==> src/rtl/mult_div_iter.sv <==
// Iterative multiply/divide unit: radix-2 shift-add multiply and restoring divide,
// signed or unsigned, with a start/busy/done handshake and a fast divide-by-zero exit.
module mult_div_iter #(
  parameter int unsigned WIDTH = 32
) (
  input  logic             clk,
  input  logic             reset,
  input  logic             start,
  input  logic [1:0]       op,
  input  logic [WIDTH-1:0] a,
  input  logic [WIDTH-1:0] b,
  output logic             busy,
  output logic             done,
  output logic             div_zero,
  output logic [WIDTH-1:0] hi,
  output logic [WIDTH-1:0] lo
);

  localparam int unsigned CNT_W = $clog2(WIDTH + 1);
  localparam int unsigned ACC_W = 2 * WIDTH;

  localparam logic [1:0] ST_IDLE = 2'd0;
  localparam logic [1:0] ST_CALC = 2'd1;
  localparam logic [1:0] ST_ADJ  = 2'd2;
  localparam logic [1:0] ST_DONE = 2'd3;

  logic [1:0]       state_q, state_d;
  logic             div_op_q, div_op_d;
  logic             sign_a_q, sign_a_d;
  logic             sign_b_q, sign_b_d;
  logic [WIDTH-1:0] opa_q, opa_d;
  logic [WIDTH-1:0] opb_q, opb_d;
  logic [ACC_W-1:0] acc_q, acc_d;
  logic [WIDTH-1:0] rem_q, rem_d;
  logic [CNT_W-1:0] cnt_q, cnt_d;
  logic [WIDTH-1:0] hi_q, hi_d;
  logic [WIDTH-1:0] lo_q, lo_d;
  logic             busy_q, busy_d;
  logic             done_q, done_d;
  logic             dz_q, dz_d;

  // Operand magnitudes; unsigned ops never report a negative sign.
  logic             a_neg, b_neg;
  logic [WIDTH-1:0] a_mag, b_mag;
  assign a_neg = ~op[0] & a[WIDTH-1];
  assign b_neg = ~op[0] & b[WIDTH-1];
  assign a_mag = a_neg ? (~a + WIDTH'(1)) : a;
  assign b_mag = b_neg ? (~b + WIDTH'(1)) : b;

  // Per-step datapath: multiply partial sum and restoring-divide trial subtraction.
  logic [WIDTH:0]   mul_sum;
  logic [WIDTH:0]   div_trial;
  logic [WIDTH:0]   div_diff;
  assign mul_sum   = {1'b0, acc_q[ACC_W-1:WIDTH]} + {1'b0, opa_q};
  assign div_trial = {rem_q, acc_q[WIDTH-1]};
  assign div_diff  = div_trial - {1'b0, opb_q};

  // Sign fix-up applied in ADJ.
  logic             res_neg;
  logic [ACC_W-1:0] prod_fix;
  logic [WIDTH-1:0] quot_fix;
  logic [WIDTH-1:0] rem_fix;
  assign res_neg  = sign_a_q ^ sign_b_q;
  assign prod_fix = res_neg ? (~acc_q + ACC_W'(1)) : acc_q;
  assign quot_fix = res_neg ? (~acc_q[WIDTH-1:0] + WIDTH'(1)) : acc_q[WIDTH-1:0];
  assign rem_fix  = sign_a_q ? (~rem_q + WIDTH'(1)) : rem_q;

  always_comb begin
    state_d  = state_q;
    div_op_d = div_op_q;
    sign_a_d = sign_a_q;
    sign_b_d = sign_b_q;
    opa_d    = opa_q;
    opb_d    = opb_q;
    acc_d    = acc_q;
    rem_d    = rem_q;
    cnt_d    = cnt_q;
    hi_d     = hi_q;
    lo_d     = lo_q;
    dz_d     = dz_q;

    case (state_q)
      ST_IDLE: begin
        if (start) begin
          div_op_d = op[1];
          sign_a_d = a_neg;
          sign_b_d = b_neg;
          opa_d    = a_mag;
          opb_d    = b_mag;
          dz_d     = 1'b0;
          cnt_d    = '0;
          rem_d    = '0;
          // Multiply shifts the multiplier out of the low half; divide shifts the dividend.
          acc_d    = op[1] ? {{WIDTH{1'b0}}, a_mag} : {{WIDTH{1'b0}}, b_mag};
          if (op[1] && (b == '0)) begin
            dz_d    = 1'b1;
            state_d = ST_DONE;
          end else begin
            state_d = ST_CALC;
          end
        end
      end
      ST_CALC: begin
        if (div_op_q) begin
          rem_d = div_diff[WIDTH] ? div_trial[WIDTH-1:0] : div_diff[WIDTH-1:0];
          acc_d = {acc_q[ACC_W-1:WIDTH], acc_q[WIDTH-2:0], ~div_diff[WIDTH]};
        end else begin
          acc_d = acc_q[0] ? {mul_sum, acc_q[WIDTH-1:1]} : {1'b0, acc_q[ACC_W-1:1]};
        end
        cnt_d = cnt_q + CNT_W'(1);
        if (cnt_q == CNT_W'(WIDTH - 1)) begin
          state_d = ST_ADJ;
        end
      end
      ST_ADJ: begin
        if (div_op_q) begin
          hi_d = rem_fix;
          lo_d = quot_fix;
        end else begin
          hi_d = prod_fix[ACC_W-1:WIDTH];
          lo_d = prod_fix[WIDTH-1:0];
        end
        state_d = ST_DONE;
      end
      ST_DONE: begin
        state_d = ST_IDLE;
      end
      default: begin
        state_d = ST_IDLE;
      end
    endcase

    busy_d = (state_d == ST_CALC) || (state_d == ST_ADJ);
    done_d = (state_d == ST_DONE);
  end

  always_ff @(posedge clk or negedge reset) begin
    if (!reset) begin
      state_q  <= ST_IDLE;
      div_op_q <= 1'b0;
      sign_a_q <= 1'b0;
      sign_b_q <= 1'b0;
      opa_q    <= '0;
      opb_q    <= '0;
      acc_q    <= '0;
      rem_q    <= '0;
      cnt_q    <= '0;
      hi_q     <= '0;
      lo_q     <= '0;
      busy_q   <= 1'b0;
      done_q   <= 1'b0;
      dz_q     <= 1'b0;
    end else begin
      state_q  <= state_d;
      div_op_q <= div_op_d;
      sign_a_q <= sign_a_d;
      sign_b_q <= sign_b_d;
      opa_q    <= opa_d;
      opb_q    <= opb_d;
      acc_q    <= acc_d;
      rem_q    <= rem_d;
      cnt_q    <= cnt_d;
      hi_q     <= hi_d;
      lo_q     <= lo_d;
      busy_q   <= busy_d;
      done_q   <= done_d;
      dz_q     <= dz_d;
    end
  end

  assign busy     = busy_q;
  assign done     = done_q;
  assign div_zero = dz_q;
  assign hi       = hi_q;
  assign lo       = lo_q;

endmodule

==> config.mk <==
export PLATFORM = sky130hd
export DESIGN_NAME = mult_div_iter
export DESIGN_NICKNAME = d
export VERILOG_FILES = /design/src/rtl/mult_div_iter.sv
export SDC_FILE = /design/constraint.sdc
export NUM_CORES = 1
export LEC_CHECK = 0
export ABC_AREA = 1
export CAP_MARGIN = 20
export CORE_MARGIN = 3
export CORE_UTILIZATION = 49
export CTS_CLUSTER_DIAMETER = 100
export CTS_CLUSTER_SIZE = 30
export DETAILED_ROUTE_END_ITERATION = 8
export PLACE_DENSITY_LB_ADDON = 0.15
export SYNTH_ARGS = -nofsm -noshare
export SYNTH_HDL_FRONTEND = slang
export SYNTH_SLANG_ARGS = --single-unit
==> constraint.sdc <==
create_clock -name clk -period 6.12 [get_ports clk]
set_input_delay 1.224 -clock clk [delete_from_list [all_inputs] [get_ports clk]]
set_output_delay 1.224 -clock clk [all_outputs]
set_load 0.01 [all_outputs]
# Yosys cells after proc, flatten, opt, wreduce, memory -nomap -nowiden
# Cells that the tools add are included.
# word_totals
in_bits	69
word_cells	75
out_inout_bits	67
regBits	238
# op_classes
mux	23
n_eq_ne	10
n_bitwise	10
add_sub_neg	8
reduce_logical	9
# op_table
operator	n
two-way mux 32 bit	10
two-way mux 64 bit	4
adder 32 x 1 -> 32 bit (second input constant)	4
inverter 32 bit	4
case mux 64 bit (2 select lines)	1
adder 64 x 1 -> 64 bit (second input constant)	1
inverter 64 bit	1
case mux 32 bit (2 select lines)	1
adder 32 x 32 -> 33 bit	1
subtractor 33 x 32 -> 33 bit	1
logical NOT 32 bit	1
case mux 6 bit (2 select lines)	1
== test 2 bit (second input constant)	4
case mux 2 bit (4 select lines)	1
adder 6 x 1 -> 6 bit (second input constant)	1
== test 6 x 5 -> 1 bit (second input constant)	1
two-way mux 2 bit	3
two-way mux 6 bit	1
inequality test 2 bit (second input constant)	3
AND reduction 3 bit	2
== test 2 x 1 -> 1 bit (second input constant)	2
AND reduction 2 bit	2
bitwise AND 1 bit	2
logical NOT 2 bit	1
6 further kinds	7

# Longest topological paths before layout
# Gate-level depths: netlist of run 1.
# depth
word_depth	7
depth_mapped	18
depth_no_buf	17

# Worst setup path after synthesis of run 1
# OpenSTA, ideal clock, no wires.
# synth_path
path_type	input to register
start	input port b[0]
end	register busy_q, in the netlist busy
path_buffers	0
required_time_ns	5.994
setup_ns	0.126
t_arrival_ns	2.743
slack_ns	3.251
cell_stages	8
path_cell_list	inv_1 ha_1 nand3_1 nor2_1 nand4_1 or3_1 o211ai_1 ha_1
# synth_via
elab_chain_len	7
word_cells_on_any_way	8
classes_between	eq/ne (2); mux (3); reduce/logical (3)
# synth_lines
item	line	text
from (decl)	11	input logic [WIDTH-1:0] b,
logical NOT 32 bit (*)	95	if (op[1] && (b == '0)) begin
logical AND 1 bit (*)	95	
two-way mux 2 bit (*)	95	
two-way mux 2 bit (*)	84	if (start) begin
case mux 2 bit (4 select lines) (*)	82	case (state_q)
via state_d[1]	27	logic [1:0] state_q, state_d;
== test 2 x 1 -> 1 bit or == test 2 bit (tied branches)	133	busy_d = (state_d == ST_CALC) || (state_d == ST_ADJ);
logical OR 1 bit (*)	133	
via busy_d	38	logic busy_q, busy_d;
to (signal assigned)	165	busy_q <= busy_d;
to (decl)	38	
# The timed path passes the listed nets; every way through them passes the cells marked *.
# A chain may end at the register's enable or synchronous reset.

# Worst setup path in the final report of run 1
# layout_path
start	input port start
end	register acc_q[41]
# layout_via
elab_chain_len	2
# layout_lines
item	line	text
from (decl)	8	input logic start,
inequality test 2 bit (no line)	--	
AND reduction 3 bit (no line)	--	
to (signal assigned)	145	acc_q <= '0;
to (signal assigned)	160	acc_q <= acc_d;
to (decl)	33	logic [ACC_W-1:0] acc_q, acc_d;
# No other way between the ends.

==> results of run 1 <==
==> sequential cells by signal, indices dropped and copies added (netlist names), 2 cells and up <==
register  flops
acc_q        64
cnt_q         6
hi           32
lo           32
opa_q        32
opb_q        32
rem_q        32
state_q       2
==> layout make-up <==
type	instances	area [sq um]
inverters	454	1710
repair buffers	153	1500
flip-flops and latches	238	5960
clock inverters	8	90.1
fillers	4218	18500
clock buffers	13	325
well taps	532	666
multi-input cells	2574	12300
==> worst max-delay path: cells and delay by family <==
| kind | cells | cell delay [ns] |
|---|---|---|
| compound gates | 1 | 0.32 |
| buf+inv | 4 | 1.75 |
| simple gates | 2 | 0.95 |
==> power breakdown <==
group | leakage, nW | internal, mW | switching (mW)
clock network | 0.197 | 0.419 | 0.614
registers | 2.98 | 2.26 | 1.13
logic | 8.26 | 3.08 | 6.46
total | 11.4 | 5.76 | 8.20
==> path summary, 6_finish.rpt <==
check                                        end  slack (ns)             startpoint  cells past startpoint
min                           hi[28]$_DFFE_PN0N_        0.49     hi[28]$_DFFE_PN0N_                      2
min in group asynchronous   rem_q[9]$_DFFE_PN0P_        0.70                  reset                      1
max reg2reg                rem_q[27]$_DFFE_PN0P_        2.68  acc_q[31]$_DFFE_PN0P_                     17
max in group asynchronous   state_q[1]$_DFF_PN0_        4.15                  reset                      2
min reg2reg                   hi[28]$_DFFE_PN0N_        0.49     hi[28]$_DFFE_PN0N_                      2
max                        acc_q[41]$_DFFE_PN0P_        2.29                  start                      7
==> cell usage in the layout (no fill, tap or decap), drive strengths merged, types with 3 or more instances in the layout <==
cell type	synthesis	final
a22oi	11	11
nand4	52	52
ha	70	70
and2	5	5
nor3	17	17
or2	5	5
xor2	38	38
o22ai	3	3
nand3b	14	14
o31ai	4	4
o221ai	3	3
nand3	307	307
clkdlybuf4s50	0	134
nand2	1108	1108
o211ai	11	11
inv	452	457
nor2	455	455
a221oi	26	26
o21ai	199	199
dfrtp	238	238
buf	47	19
a31oi	40	40
clkbuf	59	13
clkinv	2	3
a21oi	168	168
xnor2	25	25
==> layer usage <==
layer / share of wire [%] / routed length (um) / global-route usage [%] / up-vias
li1: - / - / - / 10900
met1: 41 / 33400 / 48.4 / 10500
met3: 7.8 / 6320 / 3.99 / 235
met2: 45 / 36900 / 57.9 / 1111
met5: 0 / 0 / 0 / -
met4: 5.7 / 4650 / 17.4 / 0
==> logic make-up after synthesis <==
group                    Yosys count
AND/OR/NAND/NOR                 1968
buffers and inverters            560
AO/OA/AOI/OAI                    471
flip-flops                       238
adder cells (fa/ha/maj)           72
XOR/XNOR                          63
==> through the flow <==
step / power, mW / instance area [sq um] / setup WS (ns) / util (%)
after floorplan: 9.50 / 20400 / 3.25 / -
after global placement: 12.6 / 22100 / 1.89 / 53.9
after detailed placement: 12.7 / 22100 / 1.80 / 53.9
after CTS: 13.8 / 22500 / 2.31 / 55.0
after global routing: 15.1 / 22500 / 1.98 / 55.0
final: 14.0 / 22500 / 2.29 / 55.0
==> summary.md, run 1 <==
### Cells and area
• **Inserted Diodes** 0
• **Final Net Count** 3575
• **Layout area overhead** 10.3%
• **Finished Layout Cells** 3972
• **share of final-layout standard cells stronger than drive strength 1** 2.94%

### Yosys
• **Yosys top cell by area** dfrtp_1
• **area share of xor/xnor cells in the synthesized design** 2.70%
• **compound-gate portion of the synthesized area** 12.9%
• **share of synthesized cell area in and, or, nand and nor gates** 40.0%
• **primary flip-flop cell chosen by synthesis mapping** dfrtp_1
• **Net Count, Synth** 3513
• **portion of the post-synthesis area used by sequential elements** 29.2%
• **top-count cell post-synth** nand2_1
• **largest family of logic cells by synthesized area** simple AND/OR/NAND/NOR gates
• **Yosys reg bits** 238
• **Mapped Cells** 3372
• **cells taking the most area after synthesis** dfrtp_1 (29%), nand2_1 (20%), inv_1 (8.1%)
• **count of synthesis-stage warnings from yosys** 0
• **Synth top cells by count** nand2_1 (1091), inv_1 (442), nor2_1 (438)
• **area share of the leading cell type in the synthesized netlist** 29.2%
• **number of synthesized flops with an enable pin** 0
• **distinct cell type count after synthesis** 51
• **adder and majority gate portion of the synthesized area** 4.48%
• **multiplexer share of the synthesized area** 0%
• **Post-Synthesis Cell Area** 20400 sq um
• **fraction of registers with async set or reset after synthesis** 100%
• **post-synthesis area per instance** 6.06 sq um

### Global routing
• **largest net degree at the start of global routing** 148
• **global-route congestion overflow total** 0
• **global-route wire length before repair** 123000 um
• **vias in the first global route** 21300
• **number of antenna violations at the first check in global routing** 0
• **Total Routing Usage GR** 35.9%

### CTS
• **Post-CTS Setup Inserts** 0
• **TritonCTS Sinks** 238
• **clock buffers created by TritonCTS** 13
• **clock-pin transition on the worst setup and hold timing paths** 0.11 ns
• **hold_buf cts** 0
• **clock tree from TritonCTS** done
• **insertion delay to the later sink of the worst-skew pair** 0.54 ns
• **CTS Root Cell** clkbuf_16
• **H-tree Lvls** 1
• **number of buffers between clock root and the deepest sink** 3
• **number of gates resized after CTS** 0

### Critical path
• **arrival time reported for the critical path endpoint** 4.27 ns
• **data required time at the worst endpoint** 6.56 ns
• **Critical Path Sink Type** register
• **crit-path cells** clkdlybuf4s50_1 > nand2_1 > buf_4 > inv_2 > nor2_1 > inv_1 > o21ai_0
• **slowest cell delay on critical path** 0.88 ns
• **Crit Path Class** primary input to register
• **critical path's slowest cell** nor2_1
• **startpoint type of the worst setup path** primary input
• **maximum fanout count along the critical path** 55

### Worst hold path
• **Hold Crit Class** register to register

### Run status
• **result of the run** finished, violations left
• **violations in the final reports** DRC

### Place
• **detailed placement HPWL** 65500 um
• **number of buffers inserted by port buffering** 135
• **Cells after DPL** 3951
• **final estimated routing congestion in global placement** 1.04

### Drt
• **vias after detailed routing** 22800
• **post-DR wirelength/cell** 20.5 um
• **first drt pass iteration count** 9
• **post-DR vias/cell** 5.75
• **antenna violation net count after detailed routing** 0
• **DRC violations left** 4
• **aggregate routed wire length** 81300 um
• **detailed router's first-iteration violation count** 2638

### STA
• **Max-slew headroom** 32.1%
• **clock skew** 0.0463 ns
• **actual transition at the worst max-transition pin** 1.02 ns
• **RSZ-0062 raised after global routing** false
• **final hold violation count** 0
• **Fin Hold WS** 0.493 ns
• **achievable frequency** 261 MHz
• **final clock period utilization by the worst path** 62.6%
• **Final Max Tran Viols** 0
• **Final min period** 3.83 ns
• **count of endpoints failing setup in the final report** 0
• **setup total negative slack** 0 ns

### Power and ir drop
• **maximum VDD drop** 0.000332 V
• **Leakage Power** 11.4 nW
• **pwr/cell area** 619 nW/um^2

### Floorplan
• **Die H** 210 um
• **placement row count** 74
• **width of the die** 210 um
• **Die Footprint** 44200 sq um
• **I/O pin count** 136
• **initial core utilization** 49.8%
• **CORE AREA** 41000 sq um

### Job
• **Max-Cap Viols** 0

Power figures use the tool's default switching activity.
==> inputs of run 2 (changes only) <==
==> constraint.sdc (replaced) <==
create_clock -name clk -period 3.2 [get_ports clk]
set_input_delay 0.64 -clock clk [delete_from_list [all_inputs] [get_ports clk]]
set_output_delay 0.64 -clock clk [all_outputs]
set_load 0.01 [all_outputs]
==> summary.md, run 2 (synthesis results as in run 1) <==
### Floorplan
• **initial core utilization** 49.8%
• **I/O pin count** 136
• **Die Footprint** 44200 sq um
• **CORE AREA** 41000 sq um
• **width of the die** 210 um
• **Die H** 210 um
• **placement row count** 74

### CTS
• **number of buffers between clock root and the deepest sink** 3
• **clock-pin transition on the worst setup and hold timing paths** 0.11 ns
• **clock buffers created by TritonCTS** 13
• **hold_buf cts** 0
• **TritonCTS Sinks** 238
• **clock tree from TritonCTS** done
• **H-tree Lvls** 1
• **number of gates resized after CTS** 0
• **insertion delay to the later sink of the worst-skew pair** 0.50 ns
• **CTS Root Cell** clkbuf_16
• **Post-CTS Setup Inserts** 0

### Drt
• **first drt pass iteration count** 6
• **aggregate routed wire length** 81000 um
• **detailed router's first-iteration violation count** 2475
• **post-DR vias/cell** 5.69
• **antenna violation net count after detailed routing** 0
• **DRC violations left** 0
• **vias after detailed routing** 22700
• **post-DR wirelength/cell** 20.3 um

### Power and ir drop
• **maximum VDD drop** 0.000508 V
• **Leakage Power** 11.5 nW
• **pwr/cell area** 1180 nW/um^2
• **post-layout power** 26.9 mW

### Global routing
• **global-route congestion overflow total** 0
• **Total Routing Usage GR** 35.9%
• **number of antenna violations at the first check in global routing** 0
• **global-route wire length before repair** 122000 um
• **largest net degree at the start of global routing** 81
• **vias in the first global route** 21300

### STA
• **count of endpoints failing setup in the final report** 0
• **setup total negative slack** 0 ns
• **Final Max Tran Viols** 0
• **RSZ-0062 raised after global routing** false
• **clock skew** 0.0191 ns
• **actual transition at the worst max-transition pin** 0.763 ns
• **Max-slew headroom** 49.1%
• **final hold violation count** 0
• **achievable frequency** 343 MHz
• **final clock period utilization by the worst path** 91.1%
• **Final min period** 2.91 ns

### Cells and area
• **most frequent standard cell in the layout excluding fill and tap cells** nand2_1
• **share of final-layout standard cells stronger than drive strength 1** 3.38%
• **Layout area overhead** 11.0%
• **most flop-heavy register** acc_q
• **leading cell types in the layout, fill and taps excluded** nand2_1 (1091), inv_1 (442), nor2_1 (435)
• **fillcell total** 4226
• **Final Net Count** 3592
• **number of flip-flops under the largest register name** 64

### Worst hold path
• **Hold Crit Class** primary input to asynchronous set/reset pin

### Run status
• **result of the run** completed

### Critical path
• **data required time at the worst endpoint** 3.59 ns
• **maximum fanout count along the critical path** 32
• **arrival time reported for the critical path endpoint** 3.30 ns
• **Crit Path Class** register to register
• **startpoint type of the worst setup path** register
• **Critical Path Sink Type** register

### Place
• **detailed placement HPWL** 66300 um
• **number of buffers inserted by port buffering** 135
• **final estimated routing congestion in global placement** 1.02

### Job
• **Max-Cap Viols** 0

run 2: cell count changes in the layout (fill, tap and decap cells not counted):
cell | previous run | this run
clkbuf_1 | 0 | 1
clkinv_16 | 1 | 0
clkinv_4 | 0 | 1
diode_2 | 0 | 1
inv_8 | 2 | 1
buf_4 | 17 | 32
clkinvlp_4 | 2 | 1
buf_12 | 1 | 3
inv_12 | 0 | 2
inv_6 | 2 | 1
run 2: through the flow:
| step | cells | instance area [sq um] | worst slack, ns | hold slack, ns | util (%) |
|---|---|---|---|---|---|
| global placement | 3968 | 22300 | 0.400 | 0.463 | 54.3 |
| finish | 3990 | 22700 | 0.285 | 0.127 | 55.3 |
| CTS | 3989 | 22700 | 0.347 | 0.157 | 55.3 |
| floorplan | 3372 | 20400 | 0.915 | 0.344 | - |
| detailed placement | 3968 | 22300 | 0.347 | 0.466 | 54.3 |
| global route | 3989 | 22700 | 0.0433 | 0.179 | 55.3 |
run 2: final timing paths:
| kind | start | end | slack (ns) | cells after the start |
|---|---|---|---|---|
| worst max-delay path | acc_q[31]$_DFFE_PN0P_ | rem_q[14]$_DFFE_PN0P_ | 0.29 | 18 |
| worst min-delay path | reset | opb_q[17]$_DFFE_PN0P_ | 0.13 | 1 |
| worst max register to register | acc_q[31]$_DFFE_PN0P_ | rem_q[14]$_DFFE_PN0P_ | 0.29 | 18 |
| worst min register to register | hi[28]$_DFFE_PN0N_ | hi[28]$_DFFE_PN0N_ | 0.49 | 2 |
| max in group asynchronous | reset | hi[21]$_DFFE_PN0N_ | 2.13 | 2 |
| min in group clk | hi[28]$_DFFE_PN0N_ | hi[28]$_DFFE_PN0N_ | 0.49 | 2 |
run 2: critical path, cell delays in order (launching register included):
cell and delay (ns):
dfrtp_1 0.47, inv_1 0.15, ha_1 0.23, fa_1 0.39, inv_1 0.13, nand2_1 0.09
nand2_1 0.09, nand3_1 0.07, nand2_1 0.16, nand2_1 0.08, nand2_2 0.09, nand2_2 0.08
nand2_2 0.07, nand2_1 0.06, nand2_2 0.05, buf_4 0.33, nand2_1 0.10, nand3_1 0.10
nand2_1 0.05
run 2: area by class of cell:
cell class	instances	area [sq um]	area share, %
Inverter	454	1710	7.52
Clock buffer	14	329	1.45
Timing Repair Buffer	170	1660	7.30
Sequential cell	238	5960	26.3
Tap cell	532	666	2.93
Multi-Input combinational cell	2574	12300	54.2
Clock inverter	7	73.8	0.325
Antenna cell	1	2.50	0.0110
run 2: power by group:
group | leakage [nW] | switching [mW] | total [mW] | internal [mW]
Combinational | 8.35 | 12.5 | 18.5 | 5.98
Clock | 0.195 | 1.13 | 1.93 | 0.801
Sequential | 2.98 | 2.12 | 6.46 | 4.33
Total | 11.5 | 15.8 | 26.9 | 11.1
run 2: metal layers:
| metal | track usage [%] | share of wire (%) |
|---|---|---|
| met1 | 45.8 | 40 |
| met2 | 60.3 | 47 |
| met3 | 3.51 | 6.8 |
| met4 | 19.4 | 6.7 |
| met5 | 0 | 0 |
